`src/rtl/proc_arb_if.sv`:
```
// Requester / processor / response bundle shared by proc_arb and its environment.
interface proc_arb_if;
  logic        req0_valid;
  logic [15:0] req0_data;
  logic        req0_last;
  logic        req0_ready;
  logic        req1_valid;
  logic [15:0] req1_data;
  logic        req1_last;
  logic        req1_ready;
  logic [15:0] proc_din;
  logic [15:0] proc_dout;
  logic        resp_valid;
  logic        resp_id;
  logic [15:0] resp_data;
  logic        resp_err;
  logic [1:0]  grant;

  modport slave (
    input  req0_valid, req0_data, req0_last,
    input  req1_valid, req1_data, req1_last,
    input  proc_dout,
    output req0_ready, req1_ready, proc_din,
    output resp_valid, resp_id, resp_data, resp_err, grant
  );

  modport master (
    output req0_valid, req0_data, req0_last,
    output req1_valid, req1_data, req1_last,
    output proc_dout,
    input  req0_ready, req1_ready, proc_din,
    input  resp_valid, resp_id, resp_data, resp_err, grant
  );
endinterface

```
`src/rtl/proc_arb.sv`:
```
// Two-requester round-robin packet arbiter feeding a slow processor one held word at a time.
// Define PROC_ARB_TIMEOUT_EN to abort packets that stall for 255 cycles (resp_err = 1).
module proc_arb #(
  parameter int          HOLD_CYCLES = 4,
  parameter int          RESP_DELAY  = 8,
  parameter logic [15:0] IDLE_WORD   = 16'h0000
) (
  input  logic        clk,
  input  logic        rst,
  proc_arb_if.slave   bus
);

  typedef enum logic [2:0] {S_IDLE, S_HOLD, S_STALL, S_WAIT, S_RESP} state_t;

  localparam logic [7:0] HOLD_LAST  = 8'(HOLD_CYCLES - 1);
  localparam logic [7:0] DELAY_LAST = 8'(RESP_DELAY - 1);

  state_t      state_q, state_d;
  logic [7:0]  cnt_q, cnt_d;
  logic        owner_q, owner_d;
  logic        prio_q, prio_d;
  logic        last_q, last_d;
  logic        resp_id_q, resp_id_d;
  logic [15:0] resp_data_q, resp_data_d;
  logic [15:0] word_q, word_d;
`ifdef PROC_ARB_TIMEOUT_EN
  logic [7:0]  to_cnt_q, to_cnt_d;
  logic        resp_err_q, resp_err_d;
`endif

  logic        sel;
  logic        own_valid;
  logic [15:0] own_data;
  logic        own_last;
  logic        rdy_en;
  logic        rdy_who;

  always_comb begin
    // Both valid: the favoured requester wins; otherwise whoever is valid.
    sel       = (bus.req0_valid && bus.req1_valid) ? prio_q : bus.req1_valid;
    own_valid = owner_q ? bus.req1_valid : bus.req0_valid;
    own_data  = owner_q ? bus.req1_data  : bus.req0_data;
    own_last  = owner_q ? bus.req1_last  : bus.req0_last;
  end

  always_comb begin
    state_d     = state_q;
    cnt_d       = cnt_q;
    owner_d     = owner_q;
    prio_d      = prio_q;
    last_d      = last_q;
    word_d      = word_q;
    resp_id_d   = resp_id_q;
    resp_data_d = resp_data_q;
`ifdef PROC_ARB_TIMEOUT_EN
    to_cnt_d    = to_cnt_q;
    resp_err_d  = resp_err_q;
`endif
    rdy_en      = 1'b0;
    rdy_who     = owner_q;
    case (state_q)
      S_IDLE: begin
        rdy_who = sel;
        rdy_en  = bus.req0_valid || bus.req1_valid;
        if (rdy_en) begin
          owner_d = sel;
          prio_d  = ~sel;
          word_d  = sel ? bus.req1_data : bus.req0_data;
          last_d  = sel ? bus.req1_last : bus.req0_last;
          cnt_d   = 8'd0;
          state_d = S_HOLD;
        end
      end
      S_HOLD: begin
        if (cnt_q == HOLD_LAST) begin
          cnt_d = 8'd0;
          if (last_q) begin
            state_d = S_WAIT;
          end else begin
            // Offer the next word in the final hold cycle so it follows without a gap.
            rdy_en = 1'b1;
            if (own_valid) begin
              word_d = own_data;
              last_d = own_last;
            end else begin
              state_d = S_STALL;
`ifdef PROC_ARB_TIMEOUT_EN
              to_cnt_d = 8'd0;
`endif
            end
          end
        end else begin
          cnt_d = cnt_q + 8'd1;
        end
      end
      S_STALL: begin
        rdy_en = 1'b1;
        if (own_valid) begin
          word_d  = own_data;
          last_d  = own_last;
          cnt_d   = 8'd0;
          state_d = S_HOLD;
        end else begin
`ifdef PROC_ARB_TIMEOUT_EN
          if (to_cnt_q == 8'd254) begin
            state_d     = S_RESP;
            resp_id_d   = owner_q;
            resp_data_d = 16'h0000;
            resp_err_d  = 1'b1;
          end else begin
            to_cnt_d = to_cnt_q + 8'd1;
          end
`endif
        end
      end
      S_WAIT: begin
        if (cnt_q == DELAY_LAST) begin
          cnt_d       = 8'd0;
          state_d     = S_RESP;
          resp_id_d   = owner_q;
          resp_data_d = bus.proc_dout;
`ifdef PROC_ARB_TIMEOUT_EN
          resp_err_d  = 1'b0;
`endif
        end else begin
          cnt_d = cnt_q + 8'd1;
        end
      end
      S_RESP: begin
        state_d = S_IDLE;
      end
      default: begin
        state_d = S_IDLE;
      end
    endcase
  end

  always_ff @(posedge clk or posedge rst) begin
    if (rst) begin
      state_q     <= S_IDLE;
      cnt_q       <= 8'd0;
      owner_q     <= 1'b0;
      prio_q      <= 1'b0;
      last_q      <= 1'b0;
      resp_id_q   <= 1'b0;
      resp_data_q <= 16'h0000;
`ifdef PROC_ARB_TIMEOUT_EN
      to_cnt_q    <= 8'd0;
      resp_err_q  <= 1'b0;
`endif
    end else begin
      state_q     <= state_d;
      cnt_q       <= cnt_d;
      owner_q     <= owner_d;
      prio_q      <= prio_d;
      last_q      <= last_d;
      resp_id_q   <= resp_id_d;
      resp_data_q <= resp_data_d;
`ifdef PROC_ARB_TIMEOUT_EN
      to_cnt_q    <= to_cnt_d;
      resp_err_q  <= resp_err_d;
`endif
    end
  end

  // The held word is only visible in HOLD, so it needs no reset.
  always_ff @(posedge clk) begin
    word_q <= word_d;
  end

  // Ready is masked by rst so it drops the instant reset asserts.
  assign bus.req0_ready = rdy_en && !rdy_who && !rst;
  assign bus.req1_ready = rdy_en &&  rdy_who && !rst;
  assign bus.proc_din   = (state_q == S_HOLD) ? word_q : IDLE_WORD;
  assign bus.grant      = (state_q == S_IDLE) ? 2'b00 : (owner_q ? 2'b10 : 2'b01);
  assign bus.resp_valid = (state_q == S_RESP);
  assign bus.resp_id    = resp_id_q;
  assign bus.resp_data  = resp_data_q;
`ifdef PROC_ARB_TIMEOUT_EN
  assign bus.resp_err   = resp_err_q;
`else
  assign bus.resp_err   = 1'b0;
`endif

endmodule

```
`src/flat_wrapper.sv`:
```
// flat-port wrapper written by rule: the top's interface ports become plain ports
module proc_arb_flat 
#(
  parameter int          HOLD_CYCLES = 4,
  parameter int          RESP_DELAY  = 8,
  parameter logic [15:0] IDLE_WORD   = 16'h0000
)
  (clk, rst, bus_req0_valid, bus_req0_data, bus_req0_last, bus_req1_valid, bus_req1_data, bus_req1_last, bus_proc_dout, bus_req0_ready, bus_req1_ready, bus_proc_din, bus_resp_valid, bus_resp_id, bus_resp_data, bus_resp_err, bus_grant);
  proc_arb_if bus_i ();
  input  logic clk;
  input  logic rst;
  input wire logic [$bits(bus_i.req0_valid)-1:0] bus_req0_valid;
  input wire logic [$bits(bus_i.req0_data)-1:0] bus_req0_data;
  input wire logic [$bits(bus_i.req0_last)-1:0] bus_req0_last;
  input wire logic [$bits(bus_i.req1_valid)-1:0] bus_req1_valid;
  input wire logic [$bits(bus_i.req1_data)-1:0] bus_req1_data;
  input wire logic [$bits(bus_i.req1_last)-1:0] bus_req1_last;
  input wire logic [$bits(bus_i.proc_dout)-1:0] bus_proc_dout;
  output wire logic [$bits(bus_i.req0_ready)-1:0] bus_req0_ready;
  output wire logic [$bits(bus_i.req1_ready)-1:0] bus_req1_ready;
  output wire logic [$bits(bus_i.proc_din)-1:0] bus_proc_din;
  output wire logic [$bits(bus_i.resp_valid)-1:0] bus_resp_valid;
  output wire logic [$bits(bus_i.resp_id)-1:0] bus_resp_id;
  output wire logic [$bits(bus_i.resp_data)-1:0] bus_resp_data;
  output wire logic [$bits(bus_i.resp_err)-1:0] bus_resp_err;
  output wire logic [$bits(bus_i.grant)-1:0] bus_grant;
  assign bus_i.req0_valid = bus_req0_valid;
  assign bus_i.req0_data = bus_req0_data;
  assign bus_i.req0_last = bus_req0_last;
  assign bus_i.req1_valid = bus_req1_valid;
  assign bus_i.req1_data = bus_req1_data;
  assign bus_i.req1_last = bus_req1_last;
  assign bus_i.proc_dout = bus_proc_dout;
  assign bus_req0_ready = bus_i.req0_ready;
  assign bus_req1_ready = bus_i.req1_ready;
  assign bus_proc_din = bus_i.proc_din;
  assign bus_resp_valid = bus_i.resp_valid;
  assign bus_resp_id = bus_i.resp_id;
  assign bus_resp_data = bus_i.resp_data;
  assign bus_resp_err = bus_i.resp_err;
  assign bus_grant = bus_i.grant;
  proc_arb #(.HOLD_CYCLES(HOLD_CYCLES), .RESP_DELAY(RESP_DELAY), .IDLE_WORD(IDLE_WORD)) u_core (.clk(clk), .rst(rst), .bus(bus_i));
endmodule
```
`config.mk`:
```
export PLATFORM = sky130hd
export DESIGN_NAME = proc_arb_flat
export DESIGN_NICKNAME = d
export VERILOG_FILES = /design/src/rtl/proc_arb_if.sv /design/src/rtl/proc_arb.sv /design/src/flat_wrapper.sv
export SDC_FILE = /design/constraint.sdc
export NUM_CORES = 1
export LEC_CHECK = 0
export BUFFER_PORTS_ARGS = -buffer_cell sky130_fd_sc_hd__buf_2
export CORE_ASPECT_RATIO = 1.5
export CORE_MARGIN = 4
export CORE_UTILIZATION = 50
export CTS_CLUSTER_SIZE = 25
export DETAILED_ROUTE_END_ITERATION = 12
export PLACE_DENSITY = 0.9
export SLEW_MARGIN = 20
export SYNTH_ARGS = -nofsm -noshare
export SYNTH_HDL_FRONTEND = slang
export SYNTH_SLANG_ARGS = --single-unit
```
`constraint.sdc`:
```
create_clock -name clk -period 2.8 [get_ports clk]
set_clock_uncertainty 0.2 [all_clocks]
set_input_delay 0.56 -clock clk [delete_from_list [all_inputs] [get_ports clk]]
set_output_delay 0.56 -clock clk [all_outputs]
set_load 0.02 [all_outputs]
```
### Yosys cells after proc, flatten, opt, wreduce, memory -nomap -nowiden

Index checks and enable logic that the tools add are counted.
W data, S select, Z words.

| word-level totals | value |
|---|---|
| register bits after elaboration | 47 |
| bits of input ports | 54 |
| word-level logic and storage cells | 75 |

| cells by class | value |
|---|---|
| add/sub/neg operators | 1 |
| equality and inequality tests | 12 |
| muxes and demuxes | 36 |
| bitwise gates (word level) | 1 |
| reductions and logical operators | 17 |

Operator list:

| cell | number |
|---|---|
| $mux W16 | 7 |
| $pmux W16 S3 | 1 |
| $mux W8 | 4 |
| $pmux W8 S4 | 1 |
| $mux W3 | 6 |
| $mux W1 | 12 |
| $pmux W3 S4 | 1 |
| $add A8 B1 Y8 const B | 1 |
| $eq A8 B2 Y1 const B | 1 |
| $eq A8 B3 Y1 const B | 1 |
| $ne A2 B1 Y1 const B | 4 |
| $reduce_and A4 Y1 | 2 |
| $eq A3 B2 Y1 const B | 2 |
| $pmux W1 S3 | 2 |
| $logic_and A1 B1 Y1 | 5 |
| $reduce_and A5 Y1 | 1 |
| $mux W2 | 2 |
| $reduce_and A2 Y1 | 2 |
| $reduce_bool A4 Y1 | 1 |
| $eq A3 B1 Y1 const B | 1 |
| $eq A3 B3 Y1 const B | 1 |
| $logic_not A3 Y1 | 1 |
| $ne A3 B2 Y1 const B | 1 |
| $reduce_and A3 Y1 | 1 |
| other kinds (5) | 6 |

### Logic depth before layout (Yosys ltp)

Gate-level depths: netlist of the first run.

| depth | value |
|---|---|
| word-level depth | 6 |
| depth in mapped cells | 6 |
| depth with buffers taken out | 5 |

### Worst setup path after synthesis of the first run

OpenSTA, ideal clock, no wires.

| timing | value |
|---|---|
| path type | register -> output |
| from | register u_core.state_q[1] |
| to | output port bus_req1_ready |
| data arrival time | 1.735 ns |
| required time | 2.040 ns |
| slack | 0.305 ns |
| stages on the path, launching flop included | 6 |
| path buffers | 1 |
| cells stage by stage | dfrtp_1 > buf_2 > nor3b_1 > and4b_2 > o21ai_0 > nor2b_1 |

| between the ends | value |
|---|---|
| cells in the longest elaborated chain, start to end | 4 |

Ends and longest elaborated chain:

| element | RTL line | source |
|---|---|---|
| start, declared | proc_arb.sv:18 | `state_t state_q, state_d;` |
| start signal, assigned | proc_arb.sv:152 | `state_q <= state_d;` |
| $eq A3 B2 Y1, or another cell as far along | proc_arb.sv:61 | `case (state_q)` |
| $pmux W1 S3 or $mux W1 (tied branches) | proc_arb.sv:61 |  |
| $logic_and A1 B1 Y1 * (2 in a row) | proc_arb.sv:173 | `assign bus.req1_ready = rdy_en && rdy_who && !rst;` |
| end, declared | flat_wrapper.sv:20 | `output wire logic [$bits(bus_i.req1_ready)-1:0] bus_req1_ready;` |

Every way passes the cells marked *; elsewhere a longest branch is shown, timed or not.

### Worst setup path in the final report of the first run

| timing | value |
|---|---|
| from | register u_core.cnt_q[0] |
| to | output port bus_req1_ready |

| between the ends | value |
|---|---|
| cells in the longest elaborated chain, start to end | 5 |

Ends and longest elaborated chain:

| element | RTL line | source |
|---|---|---|
| start, declared | proc_arb.sv:19 | `logic [7:0] cnt_q, cnt_d;` |
| start signal, assigned | proc_arb.sv:153 | `cnt_q <= cnt_d;` |
| $eq A8 B2 Y1 | proc_arb.sv:75 | `if (cnt_q == HOLD_LAST) begin` |
| $mux W1 | proc_arb.sv:75 |  |
| $pmux W1 S3 | proc_arb.sv:61 |  |
| $logic_and A1 B1 Y1 (2 in a row) | proc_arb.sv:173 |  |

No other way between the ends.

==> results of run 1 <==
## power groups by stage
stage	Clock, W	Sequential [W]	Combinational (W)
6_report	0.000471	0.00124	0.00193
5_1_grt	0.000515	0.00128	0.00210
4_1_cts	0.000486	0.00125	0.00195
3_5_place_dp	0	0.00126	0.00194
3_3_place_gp	0	0.00124	0.00189
2_1_floorplan	0	0.00132	0.00133
## area by class of cell
class                           count  area, um2
Tap cell                           66      82.58
Timing Repair Buffer               97      500.5
Multi-Input combinational cell    145       1197
Fill cell                         389       1728
Clock inverter                      2      17.52
Sequential cell                    47       1256
Clock buffer                        6      93.84
Inverter                            3      11.26
## cells in the mapped netlist (3+ instances only)
library cell	number
sky130_fd_sc_hd__dfrtp_1	31
sky130_fd_sc_hd__mux2_2	26
sky130_fd_sc_hd__and2_1	18
sky130_fd_sc_hd__edfxtp_1	16
sky130_fd_sc_hd__a21oi_1	9
sky130_fd_sc_hd__mux2_4	9
sky130_fd_sc_hd__nor2_1	9
sky130_fd_sc_hd__nand2_1	7
sky130_fd_sc_hd__nor2b_1	5
sky130_fd_sc_hd__a22o_1	4
sky130_fd_sc_hd__buf_4	4
sky130_fd_sc_hd__nand2b_1	4
sky130_fd_sc_hd__nand3_1	4
sky130_fd_sc_hd__nor3_1	4
sky130_fd_sc_hd__clkbuf_1	3
sky130_fd_sc_hd__inv_1	3
sky130_fd_sc_hd__o21ai_0	3
## how the worst min path moves through the flow
stage	startpoint	to	slack, ps	cells past startpoint
2_1_floorplan	u_core.prio_q	u_core.prio_q	240	1
3_3_place_gp	u_core.prio_q	u_core.prio_q	270	1
3_5_place_dp	u_core.prio_q	u_core.prio_q	280	1
4_1_cts	rst	u_core.cnt_q[4]	150	3
5_1_grt	rst	u_core.cnt_q[4]	170	3
6_report	rst	u_core.cnt_q[4]	140	3
## registers in the layout, indices dropped and copies added (netlist names)
name                  flops
u_core.bus.resp_data     16
u_core.word_q            16
u_core.cnt_q              8
u_core.state_q            3
u_core.bus.resp_id        1
u_core.last_q             1
u_core.owner_q            1
u_core.prio_q             1
## per-layer routing
layer  part of all wire (%)  global-route usage [%]  vias to the layer above
met1                     34                   17.66                      936
li1                       -                       -                      939
met2                     57                   32.39                       71
met5                      0                       0                        -
met3                    7.3                   5.425                       10
met4                    1.7                   7.288                        0
## logic make-up (layout without fill, tap and decap cells)
kind of cell,count (synthesis),after routing,synth area share (%)
multiplexers,37,37,18.04
AND/OR/NAND/NOR,68,68,16.62
flip-flops,47,47,49.22
adder cells (fa/ha/maj),1,1,0.4901
buffers and inverters,15,108,4.216
XOR/XNOR,3,3,1.030
other,1,1,0.1469
AO/OA/AOI/OAI,35,35,10.25
## per-stage QoR
stage / cells / instance area (um2) / total power [W]
2_1_floorplan: 207 / 2552 / 0.002652
3_3_place_gp: 358 / 3039 / 0.003130
3_5_place_dp: 358 / 3039 / 0.003198
4_1_cts: 366 / 3151 / 0.003679
5_1_grt: 366 / 3159 / 0.003888
6_report: 366 / 3159 / 0.003643
## timing repair
| action | 4_1_cts | 5_1_grt |
|---|---|---|
| endpoints found under the setup margin | 0 | 2 |
| hold buffers | 0 | 0 |
| buffers inserted | 0 | 0 |
| gates resized for setup | 0 | 1 |
## tightest hold or removal path, cell delays in order
cell and delay, ps:
sky130_fd_sc_hd__buf_2 100, sky130_fd_sc_hd__inv_1 40, sky130_fd_sc_hd__buf_4 340
==> out/qor.yml, run 1 <==
avgViaCountPerCell: 5.344
timing_worst_slew_pin_value_ps: 679.0
ys.flop_type: "sky130_fd_sc_hd__dfrtp_1"
power.share.clock_pct: 12.9
switching_share_pct: 40.71
launch_point_of_the_critical_path: "u_core.cnt_q[0]"
count_of_different_cell_masters_after_synthesis: 56
syn_inst: 207
hold_class: "input port to async pin"
routedWlPerCell_um: 15.05
asyncSetResetFlopFracSynth_pct: 65.96
die_area_um2: 6335
post-route-period-util_pct: 94.23
post_route_cells_drive_above_1_share_pct: 51.67
synth-seq-area-share_pct: 49.22
clockBufferDepth: 2
finalCriticalPeriod_ps: 2638
port_buffers: 91
die_width_um: 66.34
wire_length_after_detailed_routing_um: 5509
library_cell_contributing_the_largest_single_delay_on_the_critical_path: "sky130_fd_sc_hd__dfrtp_1"
placementRows: 31
setup-tns-final_ps: 0
critical_path_required_ps: 2040
worstPathCellList: "ha_1 > nor4b_4 > and4b_2 > o21ai_0 > nor2b_1 > buf_2"
drt.antenna.violating_nets: 0
share_seq_of_total_power_pct: 34.1
total_leakage_power_nw: 1.521
grt_pass1_vias: 2050
antenna_cells_inserted: 0
cell_count_of_the_worst_reg_to_reg_path: 5
gpl.final_weighted_congestion: 0.7832
grt_overflow: 0
worst_setup_path_start_kind: "flip-flop"
worst-endpoint-arrival_ps: 1880
synth_fp_nets: 262
clk_pin_slew_ps: 90
utilization_pct: 64.64
peakVddDrop_uv: 631.4
crit_fanout: 5
critical_path.n_buffers_inverters: 1
timing.setup.critical_path_class: "flip-flop to output port"
grt_first_pass_wirelength_um: 8597
io_pins: 93
ff2ff_setup_slack_ps: 390
initial_utilization_pct: 52.23
clock_sinks: 47
tritoncts.num_buffers: 5
layout.cells.most_common: "sky130_fd_sc_hd__buf_2"
holdWs_ps: 135.4
mostFrequentLayoutCells: "sky130_fd_sc_hd__buf_2 (91), sky130_fd_sc_hd__dfrtp_1 (31), sky130_fd_sc_hd__mux2_2 (26)"
globalRouteTotalUtil_pct: 17.49
clk_root_buffer_cell: "sky130_fd_sc_hd__clkbuf_8"
drtIter0Drc: 52
hold_viol_final: 0
count_of_state_elements_after_synthesis: 47
rsz0062_at_grt: "no"
synth_enable_flop_cells: 16
timing.final.max_slew_violations: 0
cts_tree: "done"
placement.setup.worst_slack_ps: 323.0
number_of_iterations_in_the_first_detailed_routing_pass: 4
synth_area_leaders: "sky130_fd_sc_hd__dfrtp_1 (30%), sky130_fd_sc_hd__edfxtp_1 (19%), sky130_fd_sc_hd__mux2_2 (11%), sky130_fd_sc_hd__mux2_4 (5.3%), sky130_fd_sc_hd__and2_1 (4.4%)"
dp.final_hpwl_um: 4369
cts-htree-levels: 2
timing.critical_path.max_delay_family: "simple AND/OR/NAND/NOR gates"
run_status: "completed"
netlist_area_um2: 2552
timing.critical_path.to_type: "output port"
critical-path-max-stage-delay_ps: 390
fin_nets: 354
ys.warnings.count: 0
die-height_um: 95.51
via_count: 1956
initial_antenna_violation_count: 0
area_growth_pct: 23.77
endpoint: "bus_req1_ready"
drv_cap: 0
critical_path_depth: 6
grt_max_degree: 32
internal_power_w: 0.002160
powerDensity_nw_per_um2: 1153
fp.coreArea_um2: 4887
synth_top_cell_by_area: "sky130_fd_sc_hd__dfrtp_1"
setup_viol: 0
achievable-frequency_mhz: 379.0
launching_point_of_the_worst_reg2reg_path: "u_core.cnt_q[0]"
route.detailed.drc: 0
postLayoutSetupSlackWorst_ps: 161.6
syn_avg_cell_area_um2: 12.33
yosys.area.top_type_share_pct: 30.39
netSwitchingPower_w: 0.001483
comb_power_share_pct: 53.0
r2r_end: "u_core.word_q[8]"
worstSkewPairLatency_ps: 290
timing.max_slew.rel_slack_pct: 54.73
Note: power is estimated with default switching activity, not from simulation.
==> inputs of run 2 (changes only) <==
--- a/config.mk
+++ b/config.mk
@@ -5,13 +5,14 @@
 export SDC_FILE = /design/constraint.sdc
 export NUM_CORES = 1
 export LEC_CHECK = 0
+export ABC_AREA = 1
 export BUFFER_PORTS_ARGS = -buffer_cell sky130_fd_sc_hd__buf_2
 export CORE_ASPECT_RATIO = 1.5
 export CORE_MARGIN = 4
-export CORE_UTILIZATION = 50
+export CORE_UTILIZATION = 51
 export CTS_CLUSTER_SIZE = 25
 export DETAILED_ROUTE_END_ITERATION = 12
-export PLACE_DENSITY = 0.9
+export PLACE_DENSITY = 0.89
 export SLEW_MARGIN = 20
 export SYNTH_ARGS = -nofsm -noshare
 export SYNTH_HDL_FRONTEND = slang
==> run 2 against run 1 <==
  * Routed wire length is 18% higher
  * Via count up 39%
  * Sequential share of layout area down 3.0 points
  * Non-clock buffer count did not move
  * Final area up 8.2%
  * Die area rose by 7.8%
  * Register-to-register slack better by 320 ps
  * Clock power is 8.5% lower
==> out/qor.yml, run 2 <==
count_of_different_cell_masters_after_synthesis: 36  # -36%
layout.cells.most_common: "sky130_fd_sc_hd__buf_2"
power.share.clock_pct: 13.0  # about the same
synth-seq-area-share_pct: 44.41  # -4.8 points
synth_top_cells_by_count: "sky130_fd_sc_hd__nand2_1 (84), sky130_fd_sc_hd__nor2_1 (52), sky130_fd_sc_hd__dfrtp_1 (31), sky130_fd_sc_hd__inv_1 (31), sky130_fd_sc_hd__nand3_1 (29)"
post-route-period-util_pct: 91.71  # -2.5 points
route.detailed.drc: 0  # unchanged
synth_fp_nets: 411  # +57%
filler_cell_count: 448  # +15%
post-cts-setup-buffers: 0  # unchanged
setup-tns-final_ps: 0  # unchanged
placement.setup.worst_slack_ps: 563.1  # +240.1 ps
run_status: "completed"
fp.coreArea_um2: 5409  # +11%
worst_setup_path_start_kind: "flip-flop"
fin_cells: 517  # +41%
placementRows: 33  # +6.5%
achievable-frequency_mhz: 389.4  # +2.7%
ff2ff_setup_slack_ps: 710  # +320 ps
timing.critical_path.max_delay_family: "simple AND/OR/NAND/NOR gates"
synth_area_leaders: "sky130_fd_sc_hd__dfrtp_1 (27%), sky130_fd_sc_hd__edfxtp_1 (17%), sky130_fd_sc_hd__nand2_1 (11%), sky130_fd_sc_hd__nor2_1 (6.9%), sky130_fd_sc_hd__mux2i_1 (5.7%)"
worstPathCellList: "inv_2 > nor2_4 > nand2_2 > inv_6 > nand3_2 > nand3_2 > nand2_2 > nor2_1 > buf_2"
tritoncts.num_buffers: 5  # unchanged
clk_root_buffer_cell: "sky130_fd_sc_hd__clkbuf_8"
drv_cap: 0  # unchanged
clk_pin_slew_ps: 90  # about the same
port_buffers: 91  # unchanged
die-height_um: 99.22  # +3.9%
die_area_um2: 6827  # +7.8%
crit_fanout: 11  # +6
die_width_um: 68.81  # +3.7%
total_area_of_multi_input_combinational_cells_um2: 1328  # +11%
comb_power_share_pct: 53.8  # +0.8 points
setup_viol: 0  # unchanged
routedWlPerCell_um: 12.58  # -16%
synth_top_cell_by_area: "sky130_fd_sc_hd__dfrtp_1"
timing.critical_path.to_type: "output port"
yosys.area.top_type_share_pct: 27.42  # -3.0 points
finalCriticalPeriod_ps: 2568  # -70.60 ps
synth_enable_flop_cells: 16  # unchanged
globalRouteTotalUtil_pct: 19.60  # +2.1 points
dp.final_hpwl_um: 5122  # +17%
syn_inst: 356  # +72%
ff_latch_area_um2: 1256  # unchanged
asyncSetResetFlopFracSynth_pct: 65.96  # unchanged
netSwitchingPower_w: 0.001515  # +2.2%
rsz0062_at_grt: "no"
initial_antenna_violation_count: 0  # unchanged
ys.flop_type: "sky130_fd_sc_hd__dfrtp_1"
count_of_state_elements_after_synthesis: 47  # unchanged
via_count: 2714  # +39%
worstSkewPairLatency_ps: 300  # about the same
grt_overflow: 0  # unchanged
clock_sinks: 47  # unchanged
clockBufferDepth: 2  # unchanged
critical-path-max-stage-delay_ps: 460  # +70 ps
grt_pass1_vias: 2606  # +27%
launching_point_of_the_worst_reg2reg_path: "u_core.state_q[0]"
grt_first_pass_wirelength_um: 10590  # +23%
fin_nets: 501  # +42%
area_growth_pct: 20.79
cts_tree: "done"
powerDensity_nw_per_um2: 974.3  # -16%
drtIter0Drc: 116  # +120%
total_leakage_power_nw: 1.757  # +16%
drt.antenna.violating_nets: 0  # unchanged
peakVddDrop_uv: 747.7  # +18%
hold_class: "input port to async pin"
post_cts.resized_instances: 0  # unchanged
number_of_iterations_in_the_first_detailed_routing_pass: 5  # +1
initial_utilization_pct: 52.30  # +0.074 points
critical_path.n_buffers_inverters: 3  # +2
postLayoutSetupSlackWorst_ps: 232.2  # +70.60 ps
library_cell_contributing_the_largest_single_delay_on_the_critical_path: "sky130_fd_sc_hd__dfrtp_1"
hold_viol_final: 0  # unchanged
internal_power_w: 0.001814  # -16%
most_frequent_cell_after_synthesis: "sky130_fd_sc_hd__nand2_1"
switching_share_pct: 45.51  # +4.8 points
critical_path_required_ps: 2040  # about the same
io_pins: 93  # unchanged
post_route_cells_drive_above_1_share_pct: 29.75  # -22 points
cts.hold.buffers_added: 0  # unchanged
ys.warnings.count: 0  # unchanged
wire_length_after_detailed_routing_um: 6505  # +18%
cell_count_of_the_worst_reg_to_reg_path: 7  # +2
holdWs_ps: 176.5  # +41.15 ps
share_seq_of_total_power_pct: 33.3  # -0.8 points
gpl.final_weighted_congestion: 0.9396  # +20%
grt_max_degree: 34  # +6.3%
antenna_cells_inserted: 0  # unchanged
avgViaCountPerCell: 5.250  # -1.8%
netlist_area_um2: 2829  # +11%
cts-htree-levels: 2  # unchanged
timing.setup.critical_path_class: "flip-flop to output port"
place.detailed.instances: 509  # +42%
mostFrequentLayoutCells: "sky130_fd_sc_hd__buf_2 (91), sky130_fd_sc_hd__nand2_1 (84), sky130_fd_sc_hd__nor2_1 (52)"
syn_avg_cell_area_um2: 7.947  # -36%
worst-endpoint-arrival_ps: 1810  # -70 ps
r2r_end: "u_core.word_q[4]"
timing.final.max_slew_violations: 0  # unchanged
run 2: changes by cell type after synthesis, moves of 7 or more:
cell	previous run	this run
sky130_fd_sc_hd__mux2_4	9	0
sky130_fd_sc_hd__o21ai_0	3	20
sky130_fd_sc_hd__mux2_2	26	0
sky130_fd_sc_hd__nand2_2	0	7
sky130_fd_sc_hd__nand2_1	7	84
sky130_fd_sc_hd__nand3_1	4	29
sky130_fd_sc_hd__and2_1	18	0
sky130_fd_sc_hd__mux2i_1	1	16
sky130_fd_sc_hd__o22ai_1	0	16
sky130_fd_sc_hd__nor2_1	9	52
sky130_fd_sc_hd__inv_1	3	31
run 2: cell type report:
class                   instances  area share [%]
clock buffers                   6           2.417
flip-flops and latches         47           36.76
repair buffers                 97           14.65
inverters                      38           4.357
clock inverters                 2          0.4028
multi-input cells             257           38.85
well taps                      70           2.563
run 2: kinds of logic after synthesis:
kind of cell               share of synthesized area [%]
muxes                                              5.661
AOI/OAI and AO/OA                                  9.421
and+or+nand+nor                                    30.47
DFF                                                44.40
buffers and inverters                              8.845
adders and majority gates                         0.4422
xor gates and xnor gates                          0.6193
other                                             0.1326
run 2: power by group through the flow:
| stage | clock, W | combinational (W) | sequential (W) |
|---|---|---|---|
| 2_1_floorplan | 0 | 0.00135 | 0.00112 |
| 3_3_place_gp | 0 | 0.00175 | 0.00111 |
| 3_5_place_dp | 0 | 0.00179 | 0.00112 |
| 4_1_cts | 0.000440 | 0.00179 | 0.00111 |
| 5_1_grt | 0.000467 | 0.00199 | 0.00113 |
| 6_report | 0.000431 | 0.00179 | 0.00111 |
run 2: routing by layer:
layer  track usage, %  wire length, um  part of all wire [%]  vias to the layer above
met5                0                0                     0                        -
met3            3.729              507                   7.8                       12
met4            6.156              103                   1.6                        0
met1            20.92             2599                    40                     1250
li1                 -                -                     -                     1341
met2            36.94             3295                    51                      111
run 2: worst max-delay path by stage:
stage,start,end,depth (start not counted)
floorplan,u_core.cnt_q[0],u_core.word_q[0],5
global placement,bus_req1_valid,bus_req0_ready,7
detailed placement,bus_req1_valid,bus_req0_ready,7
CTS,u_core.state_q[0],bus_req1_ready,9
global route,u_core.state_q[0],bus_req1_ready,8
finish,u_core.state_q[0],bus_req1_ready,9
run 2: worst register-to-register path, cell delays in order, from the launching register on:
cell and delay (ps):
sky130_fd_sc_hd__dfrtp_1 460, sky130_fd_sc_hd__inv_2 110, sky130_fd_sc_hd__nor2_4 50, sky130_fd_sc_hd__nand2_2 220, sky130_fd_sc_hd__buf_4 260, sky130_fd_sc_hd__nor2_8 70
sky130_fd_sc_hd__nor3_2 160, sky130_fd_sc_hd__buf_4 260
run 2: metrics by stage:
step	utilization, %	instance area, um2	power, W
after floorplan	-	2829	0.002468
after global placement	61.39	3321	0.002854
after detailed placement	61.39	3321	0.002908
after CTS	63.17	3417	0.003339
after global routing	63.17	3417	0.003583
final	63.17	3417	0.003329
